[config.mk]
export PLATFORM = sky130hd
export DESIGN_NAME = run_controller
export DESIGN_NICKNAME = d
export VERILOG_FILES = /design/src/rtl/run_controller.sv
export SDC_FILE = /design/constraint.sdc
export NUM_CORES = 1
export LEC_CHECK = 0
export CORE_MARGIN = 1
export CORE_UTILIZATION = 35
export CTS_CLUSTER_SIZE = 14
export DETAILED_ROUTE_END_ITERATION = 10
export PLACE_DENSITY = 0.78
export SLEW_MARGIN = 20
export SYNTH_ARGS = -nofsm -noshare
export SYNTH_HDL_FRONTEND = slang
export SYNTH_SLANG_ARGS = --single-unit
export TNS_END_PERCENT = 20
[constraint.sdc]
create_clock -name clk -period 2.4 [get_ports clk]
set_input_delay 0.36 -clock clk [delete_from_list [all_inputs] [get_ports clk]]
set_output_delay 0.36 -clock clk [all_outputs]
set_load 0.01 [all_outputs]
[src/rtl/run_controller.sv]
// run_controller: launches a processor run, counts RUN cycles, detects a
// self-loop halt (pc_d == pc_q repeated) or a cycle-budget timeout, and
// optionally folds the write-back bus into a rotating signature.
//
// Optional feature macro: RUN_CTRL_SIGNATURE_EN
//   defined   -> signature <= rotl1(signature) ^ busW on every RUN cycle
//   undefined -> signature is tied to 32'h0, no signature register exists
//
// Parameters: HOLD_CYCLES >= 1, MAX_CYCLES 1..65535, HALT_REPEAT 1..255.
// All outputs come straight from flops and are loaded from the next-state
// decode, so they are registered and track the state register exactly.
module run_controller #(
  parameter int HOLD_CYCLES = 2,
  parameter int MAX_CYCLES  = 16,
  parameter int HALT_REPEAT = 2
) (
  input  logic        clk,
  input  logic        start_up_n,
  input  logic        go,
  input  logic [31:0] pc_q,
  input  logic [31:0] pc_d,
  input  logic [31:0] busW,
  output logic        start_up,
  output logic        running,
  output logic        done,
  output logic        halted,
  output logic [15:0] cycle_count,
  output logic [31:0] signature
);

  typedef enum logic [2:0] {
    S_IDLE    = 3'd0,
    S_HOLD    = 3'd1,
    S_RUN     = 3'd2,
    S_HALTED  = 3'd3,
    S_TIMEOUT = 3'd4
  } state_t;

  localparam int HW = (HOLD_CYCLES > 1) ? $clog2(HOLD_CYCLES) : 1;
  localparam logic [HW-1:0] HOLD_LAST = HW'(HOLD_CYCLES - 1);
  localparam logic [15:0]   MAX_C     = 16'(MAX_CYCLES);
  localparam logic [7:0]    HREP      = 8'(HALT_REPEAT);

  state_t        state_q, state_d;
  logic [HW-1:0] hold_q, hold_d;
  logic [7:0]    hrep_q, hrep_d;
  logic [15:0]   cc_d;
  logic          clr_run;   // HOLD entry: wipe run statistics
  logic          run_step;  // this edge is a RUN cycle
  logic          pc_eq;

  assign pc_eq = (pc_d == pc_q);

  // Next-state, hold/halt counters and cycle counter update
  always_comb begin
    state_d  = state_q;
    hold_d   = hold_q;
    hrep_d   = hrep_q;
    cc_d     = cycle_count;
    clr_run  = 1'b0;
    run_step = 1'b0;
    case (state_q)
      S_IDLE, S_HALTED, S_TIMEOUT: begin
        if (go) begin
          state_d = S_HOLD;
          hold_d  = '0;
          hrep_d  = '0;
          cc_d    = '0;
          clr_run = 1'b1;
        end
      end
      S_HOLD: begin
        // go is ignored here; the hold window always runs to completion
        if (hold_q == HOLD_LAST) state_d = S_RUN;
        else                     hold_d  = hold_q + 1'b1;
      end
      S_RUN: begin
        run_step = 1'b1;
        cc_d     = (cycle_count == 16'hFFFF) ? cycle_count : cycle_count + 16'd1;
        if (pc_eq) hrep_d = (hrep_q == 8'hFF) ? hrep_q : hrep_q + 8'd1;
        else       hrep_d = '0;
        // Halt is checked first so it wins over a simultaneous timeout
        if (hrep_d == HREP)     state_d = S_HALTED;
        else if (cc_d == MAX_C) state_d = S_TIMEOUT;
      end
      default: state_d = S_IDLE;
    endcase
  end

  // State, counters and registered status outputs
  always_ff @(posedge clk or negedge start_up_n) begin
    if (!start_up_n) begin
      state_q     <= S_IDLE;
      hold_q      <= '0;
      hrep_q      <= '0;
      cycle_count <= '0;
      start_up    <= 1'b1;
      running     <= 1'b0;
      done        <= 1'b0;
      halted      <= 1'b0;
    end else begin
      state_q     <= state_d;
      hold_q      <= hold_d;
      hrep_q      <= hrep_d;
      cycle_count <= cc_d;
      start_up    <= (state_d != S_RUN);
      running     <= (state_d == S_RUN);
      done        <= (state_d == S_HALTED) || (state_d == S_TIMEOUT);
      halted      <= (state_d == S_HALTED);
    end
  end

`ifdef RUN_CTRL_SIGNATURE_EN
  logic [31:0] sig_q;

  // Rotate-left-and-xor signature over the write-back bus, RUN cycles only
  always_ff @(posedge clk or negedge start_up_n) begin
    if (!start_up_n)   sig_q <= '0;
    else if (clr_run)  sig_q <= '0;
    else if (run_step) sig_q <= {sig_q[30:0], sig_q[31]} ^ busW;
  end

  assign signature = sig_q;
`else
  logic unused_sig_inputs;
  assign unused_sig_inputs = ^{busW, clr_run, run_step};
  assign signature         = 32'h0;
`endif

endmodule

# Yosys cells after proc, flatten, opt, wreduce, memory -nomap -nowiden
# Index checks and enable logic that the tools add are counted.
# W data, S select, Z words.
# totals
ff_bits,32
out_inout_bits,52
word_cells,48
# op_classes
add_sub_neg,3
n_eq_ne,14
muxes,16
n_reduce_logical,7
# ops
cell,count
$eq A32 B32 Y1,1
$mux W16,2
$mux W8,4
$pmux W16 S2,1
$add A16 B1 Y16 const B,1
$eq A16 B16 Y1 const B,1
$eq A16 B5 Y1 const B,1
$pmux W8 S2,1
$eq A3 B2 Y1 const B,4
$mux W3,4
$pmux W3 S3,1
$add A8 B1 Y8 const B,1
$eq A8 B2 Y1 const B,1
$eq A8 B8 Y1 const B,1
$eq A3 B3 Y1 const B,2
$reduce_and A2 Y1,2
$reduce_bool A2 Y1,2
$eq A3 B1 Y1 const B,1
$logic_not A3 Y1,1
$ne A3 B2 Y1 const B,1
$reduce_or A3 Y1,1
$mux W1,2
$ne A2 B2 Y1 const B,1
$pmux W1 S2,1
other kinds (2),2

# Depth between registers and ports, before layout
# Gate-level depths: netlist (run 1).
# logic_depth
depth_word,9
ltp_mapped,8

# Worst setup path after synthesis (run 1)
# Ideal clock, no wire load.
# synth_path
kind,register to register
from,reg cycle_count[1]
to,reg running
setup_time_ns,0.132
arrival_ns,2.265
required_ns,2.268
setup_slack_ns,0.003
stages_incl_launch_ff,9
path_buffers,0
period_less_slack_ns,2.397
path_cell_list,dfrtp_1 ha_1 nand4_1 or4_4 a211oi_2 a31oi_1 nor4_2 and4_4 o32ai_1
# synth_via
elab_chain_len,7
# synth_rtl
element,line_no,rtl
from (decl),27,"output logic [15:0] cycle_count,"
from (signal assigned),96,cycle_count <= '0;
from (signal assigned),105,cycle_count <= cc_d;
$add A16 B1 Y16 or $eq A16 B16 Y1 (tied branches),79,cc_d = (cycle_count == 16'hFFFF) ? cycle_count : cycle_count + 16'd1;
$mux W16 (*),79,
$eq A16 B5 Y1 (*),84,else if (cc_d == MAX_C) state_d = S_TIMEOUT;
$mux W3 (*),84,
$mux W3 (*),83,if (hrep_d == HREP) state_d = S_HALTED;
$pmux W3 S3 (*),62,case (state_q)
$eq A3 B2 Y1 (*),107,running <= (state_d == S_RUN);
to (signal assigned),107,
to (decl),24,"output logic running,"
# Every way passes the cells marked *; elsewhere a longest branch is shown, timed or not.
# A chain may end at the register's enable or synchronous reset.

# Final worst setup path (run 1)
# Ends and elaborated chain as after synthesis.

==> impl_metrics.prom, run 1 <==
# TYPE chip_impl_metric gauge
chip_impl_info{name="flip_flop_cell_with_the_highest_count_after_synthesis",value="dfrtp_1"} 1
chip_impl_metric{name="area_delta_synth_final",unit="%"} 44.57
chip_impl_metric{name="grtUsageMet3",unit="%"} 5.037
chip_impl_metric{name="routed_via_density",unit=""} 5.051
chip_impl_metric{name="inst_count_dp",unit=""} 535
chip_impl_metric{name="horizontal_die_dimension",unit="microns"} 88.79
chip_impl_metric{name="start_util",unit="%"} 36.35
chip_impl_metric{name="whs",unit="ns"} 0.4804
chip_impl_metric{name="yosys.cell_types.count",unit=""} 51
chip_impl_metric{name="gr-usage-met1",unit="%"} 19.91
chip_impl_metric{name="avgRoutedWirePerCell",unit="microns"} 12.91
chip_impl_metric{name="largest_driver_fanout_on_the_critical_path",unit=""} 4
chip_impl_metric{name="clock_skew",unit="ns"} 0.008141
chip_impl_metric{name="die_h",unit="microns"} 88.79
chip_impl_metric{name="worst-r2r-cell-count",unit=""} 8
chip_impl_info{name="run_status",value="finished, final reports clean"} 1
chip_impl_metric{name="drt.antenna.violating_nets",unit=""} 0
chip_impl_metric{name="row_count",unit=""} 31
chip_impl_metric{name="timing.fmax",unit="MHz"} 416.7
chip_impl_metric{name="grt_antenna_before_repair",unit=""} 0
chip_impl_info{name="synth_top_area_cell",value="dfrtp_1"} 1
chip_impl_metric{name="setup_viol",unit=""} 0
chip_impl_metric{name="cts_buffer_depth",unit=""} 2
chip_impl_metric{name="timing.critical_path.arrival",unit="ns"} 2.56
chip_impl_metric{name="floorplan.core_area",unit="sq um"} 7253
chip_impl_metric{name="finalWirelength",unit="microns"} 7021
chip_impl_metric{name="p_per_area",unit="nW/um^2"} 521.1
chip_impl_metric{name="synthArstFlopShare",unit="%"} 100.0
chip_impl_metric{name="relative_contribution_of_the_clock_network_to_total_power",unit="%"} 20.4
chip_impl_metric{name="synth_area_per_cell",unit="sq um"} 8.062
chip_impl_metric{name="maxCapViolations",unit=""} 0
chip_impl_metric{name="grt_remaining_overflow",unit=""} 0
chip_impl_metric{name="groute.layer.met2.usage",unit="%"} 36.71
chip_impl_metric{name="worstPathRequired",unit="ns"} 2.56
chip_impl_metric{name="portBuffers",unit=""} 86
chip_impl_info{name="regToRegEndpoint",value="running$_DFF_PN0_"} 1
chip_impl_metric{name="finish.net_count",unit=""} 545
chip_impl_metric{name="floorplan.io_pins",unit=""} 151
chip_impl_metric{name="ys_ff_latch",unit=""} 32
chip_impl_metric{name="clkLatencyLatePin",unit="ns"} 0.29
chip_impl_metric{name="final_layout_size_suffix_gt1_share",unit="%"} 12.81
chip_impl_info{name="worstSetupPathType",value="reg2reg"} 1
chip_impl_info{name="hold_path_class",value="in2async"} 1
chip_impl_metric{name="drt_drc_violations_left",unit=""} 0
chip_impl_metric{name="synth_edf_count",unit=""} 0
chip_impl_metric{name="cts-buffers-inserted",unit=""} 5
chip_impl_metric{name="vias",unit=""} 2748
chip_impl_metric{name="placedInstanceArea",unit="sq um"} 3714
chip_impl_metric{name="cts.sinks",unit=""} 32
chip_impl_metric{name="report.final.hold_viol_count",unit=""} 0
chip_impl_metric{name="share_of_the_yosys_chip_area_belonging_to_registers",unit="%"} 30.42
chip_impl_metric{name="postSynthCellCount",unit=""} 327
chip_impl_metric{name="dp_hpwl",unit="microns"} 5564
chip_impl_metric{name="irDropWorstVdd",unit="mV"} 0.3809
chip_impl_metric{name="netSwitchingFraction",unit="%"} 36.91
chip_impl_metric{name="layout_worst_path_cycle_share",unit="%"} 100.0
chip_impl_info{name="synthTopCellsByArea",value="dfrtp_1 (29%), xnor2_1 (13%), buf_4 (10%)"} 1
chip_impl_info{name="root_buffer",value="clkbuf_8"} 1
chip_impl_metric{name="design.die.area",unit="sq um"} 7884
chip_impl_info{name="grt.busiest_layer",value="met2"} 1
chip_impl_metric{name="finalMaxSlewViolations",unit=""} 0
chip_impl_metric{name="first_global_vias",unit=""} 2700
chip_impl_metric{name="cts_max_level",unit=""} 2
chip_impl_metric{name="final_instance_area",unit="sq um"} 3811
chip_impl_info{name="crit_path_end_kind",value="flop"} 1
chip_impl_metric{name="grt_pass1_wl",unit="microns"} 11610
chip_impl_metric{name="cts_hold_buf",unit=""} 0
chip_impl_info{name="rsz0062_at_grt",value="yes"} 1
chip_impl_info{name="tritoncts",value="built"} 1
chip_impl_metric{name="clk_transition_reported_paths",unit="ns"} 0.07
chip_impl_metric{name="post-route-min-period",unit="ns"} 2.400
chip_impl_metric{name="pwr-share-comb",unit="%"} 46.1
chip_impl_metric{name="gpl.final_weighted_congestion",unit=""} 0.8986
chip_impl_metric{name="layout.cells.non_filler",unit=""} 544
chip_impl_metric{name="cellLeakagePower",unit="nW"} 1.501
chip_impl_metric{name="grt.total_usage",unit="%"} 19.21
chip_impl_metric{name="sw_pwr",unit="mW"} 0.7330
chip_impl_metric{name="timing.reg2reg.setup_slack",unit="ns"} 0.00005
chip_impl_metric{name="synth_warnings",unit=""} 0
chip_impl_metric{name="power_frac_seq",unit="%"} 33.5
chip_impl_info{name="cp-start-kind",value="flop"} 1
chip_impl_metric{name="first_pass_iters",unit=""} 4
chip_impl_metric{name="drt-initial-drc-count",unit=""} 121
chip_impl_metric{name="power_report.internal_total",unit="mW"} 1.253
chip_impl_metric{name="synth.top_cell.area_share",unit="%"} 29.43
chip_impl_metric{name="antenna_cells",unit=""} 0
chip_impl_metric{name="syn_area",unit="sq um"} 2636
chip_impl_metric{name="largest_net_degree_at_the_start_of_global_routing",unit=""} 33
chip_impl_info{name="r2r-start",value="cycle_count[1]$_DFFE_PN0P_"} 1
-- state kept, by name, summed over array words and instances (netlist names) --
register and flops:
cycle_count 16, state_q 3, hrep_q 8, running 1, done 1, hold_q 1
halted 1, start_up 1
-- power by group through the flow --
| stage | clock network [mW] | registers (mW) | logic (mW) |
|---|---|---|---|
| 2_1_floorplan | 0 | 0.686 | 0.507 |
| 5_1_grt | 0.444 | 0.674 | 1.01 |
| 3_3_place_gp | 0 | 0.669 | 0.866 |
| 3_5_place_dp | 0 | 0.674 | 0.892 |
| 4_1_cts | 0.422 | 0.662 | 0.893 |
| 6_report | 0.406 | 0.665 | 0.915 |
-- placed cells by master (no fill, tap or decap), types with 3 or more instances in the layout --
| cell type | instances |
|---|---|
| clkdlybuf4s50_1 | 86 |
| buf_4 | 39 |
| xnor2_1 | 38 |
| o21ai_0 | 33 |
| conb_1 | 32 |
| dfrtp_1 | 31 |
| nand2_1 | 30 |
| nor2_1 | 25 |
| a21oi_1 | 17 |
| nand4_1 | 15 |
| nand3_1 | 14 |
| nor3_1 | 9 |
| a31oi_1 | 9 |
| inv_1 | 5 |
| nor4_1 | 5 |
| clkbuf_8 | 5 |
| and3_1 | 4 |
| mux2i_1 | 4 |
| nor3b_1 | 3 |
| nand2b_1 | 3 |
| clkbuf_1 | 3 |
-- cells by family after synthesis --
logic type,count (synthesis),synth area share [%]
buf+inv,51,12.43
mux,5,1.946
other cells,1,0.1422
flops,32,30.42
fa+ha+maj,2,0.9491
simple gates,121,24.02
xor+xnor,38,12.62
compound gates,77,17.47
-- routing by layer --
layer	share of wire (%)	wire length (microns)
met1	40	2777
met2	53	3705
met3	6.1	429
met4	1.5	108
met5	0	0
-- metrics by stage --
stage	TNS, ns	utilization (%)	worst slack [ns]	power (mW)
4_1_cts	0	52.30	0.0003511	1.978
3_5_place_dp	-1.107	51.20	-0.2913	1.565
2_1_floorplan	0	-	0.002627	1.193
6_report	0	52.54	0.00005462	1.986
5_1_grt	-0.5512	52.54	-0.1409	2.131
3_3_place_gp	-0.6259	51.20	-0.2200	1.536
-- worst max-delay path: stages, from the launching register on --
cell and delay (ns):
dfrtp_1 0.36, ha_2 0.21, nand4_1 0.12, or4_4 0.57, a211oi_2 0.18, a31oi_1 0.08, nor4_2 0.34, and4_4 0.31
o32ai_2 0.10
-- cells in the mapped netlist (4+ instances only) --
cell type	instances
a31oi_1	9
nor2_1	25
o21ai_0	34
dfrtp_1	31
nor4_1	5
buf_4	35
nand3_1	14
and3_1	4
nand4_1	15
mux2i_1	4
inv_1	5
clkbuf_1	7
nor3_1	9
a21oi_1	17
nand2_1	30
xnor2_1	38
-- worst max path at each step --
stage / start / endpoint / slack, ns / depth (start not counted)
2_1_floorplan: cycle_count[1]$_DFFE_PN0P_ / running$_DFF_PN0_ / 0.003 / 8
3_3_place_gp: pc_q[12] / start_up$_DFF_PN1_ / -0.22 / 8
3_5_place_dp: pc_d[5] / running$_DFF_PN0_ / -0.29 / 8
4_1_cts: cycle_count[0]$_DFFE_PN0P_ / running$_DFF_PN0_ / 0.0004 / 10
5_1_grt: cycle_count[0]$_DFFE_PN0P_ / state_q[1]$_DFF_PN0_ / -0.14 / 8
6_report: cycle_count[1]$_DFFE_PN0P_ / running$_DFF_PN0_ / 0.00005 / 8
-- final cells by class --
class / instances / area [sq um]
flip-flops and latches: 32 / 802.0
multi-input cells: 275 / 1633
well taps: 99 / 123.9
clock buffers: 8 / 80.08
inverters: 5 / 18.77
fillers: 712 / 3442
repair buffers: 125 / 1154
-- what timing repair did --
item / in CTS / in global routing
endpoints found under the setup margin: 2 / 5
setup buffers: 0 / 1
pin swaps: 1 / 8
gates resized for setup: 0 / 3
endpoints found under the hold margin: 0 / 0
No activity file was read; power rests on OpenSTA's default activity.
==> inputs of run 2 (changes only) <==
--- a/config.mk
+++ b/config.mk
@@ -5,6 +5,8 @@
 export SDC_FILE = /design/constraint.sdc
 export NUM_CORES = 1
 export LEC_CHECK = 0
+export ABC_CLOCK_PERIOD_IN_PS = 2400
+export CAP_MARGIN = 20
 export CORE_MARGIN = 1
 export CORE_UTILIZATION = 35
 export CTS_CLUSTER_SIZE = 14
==> results of run 2 <==
Same layout as run 1: the final DEF is identical, and so are final timing and power.
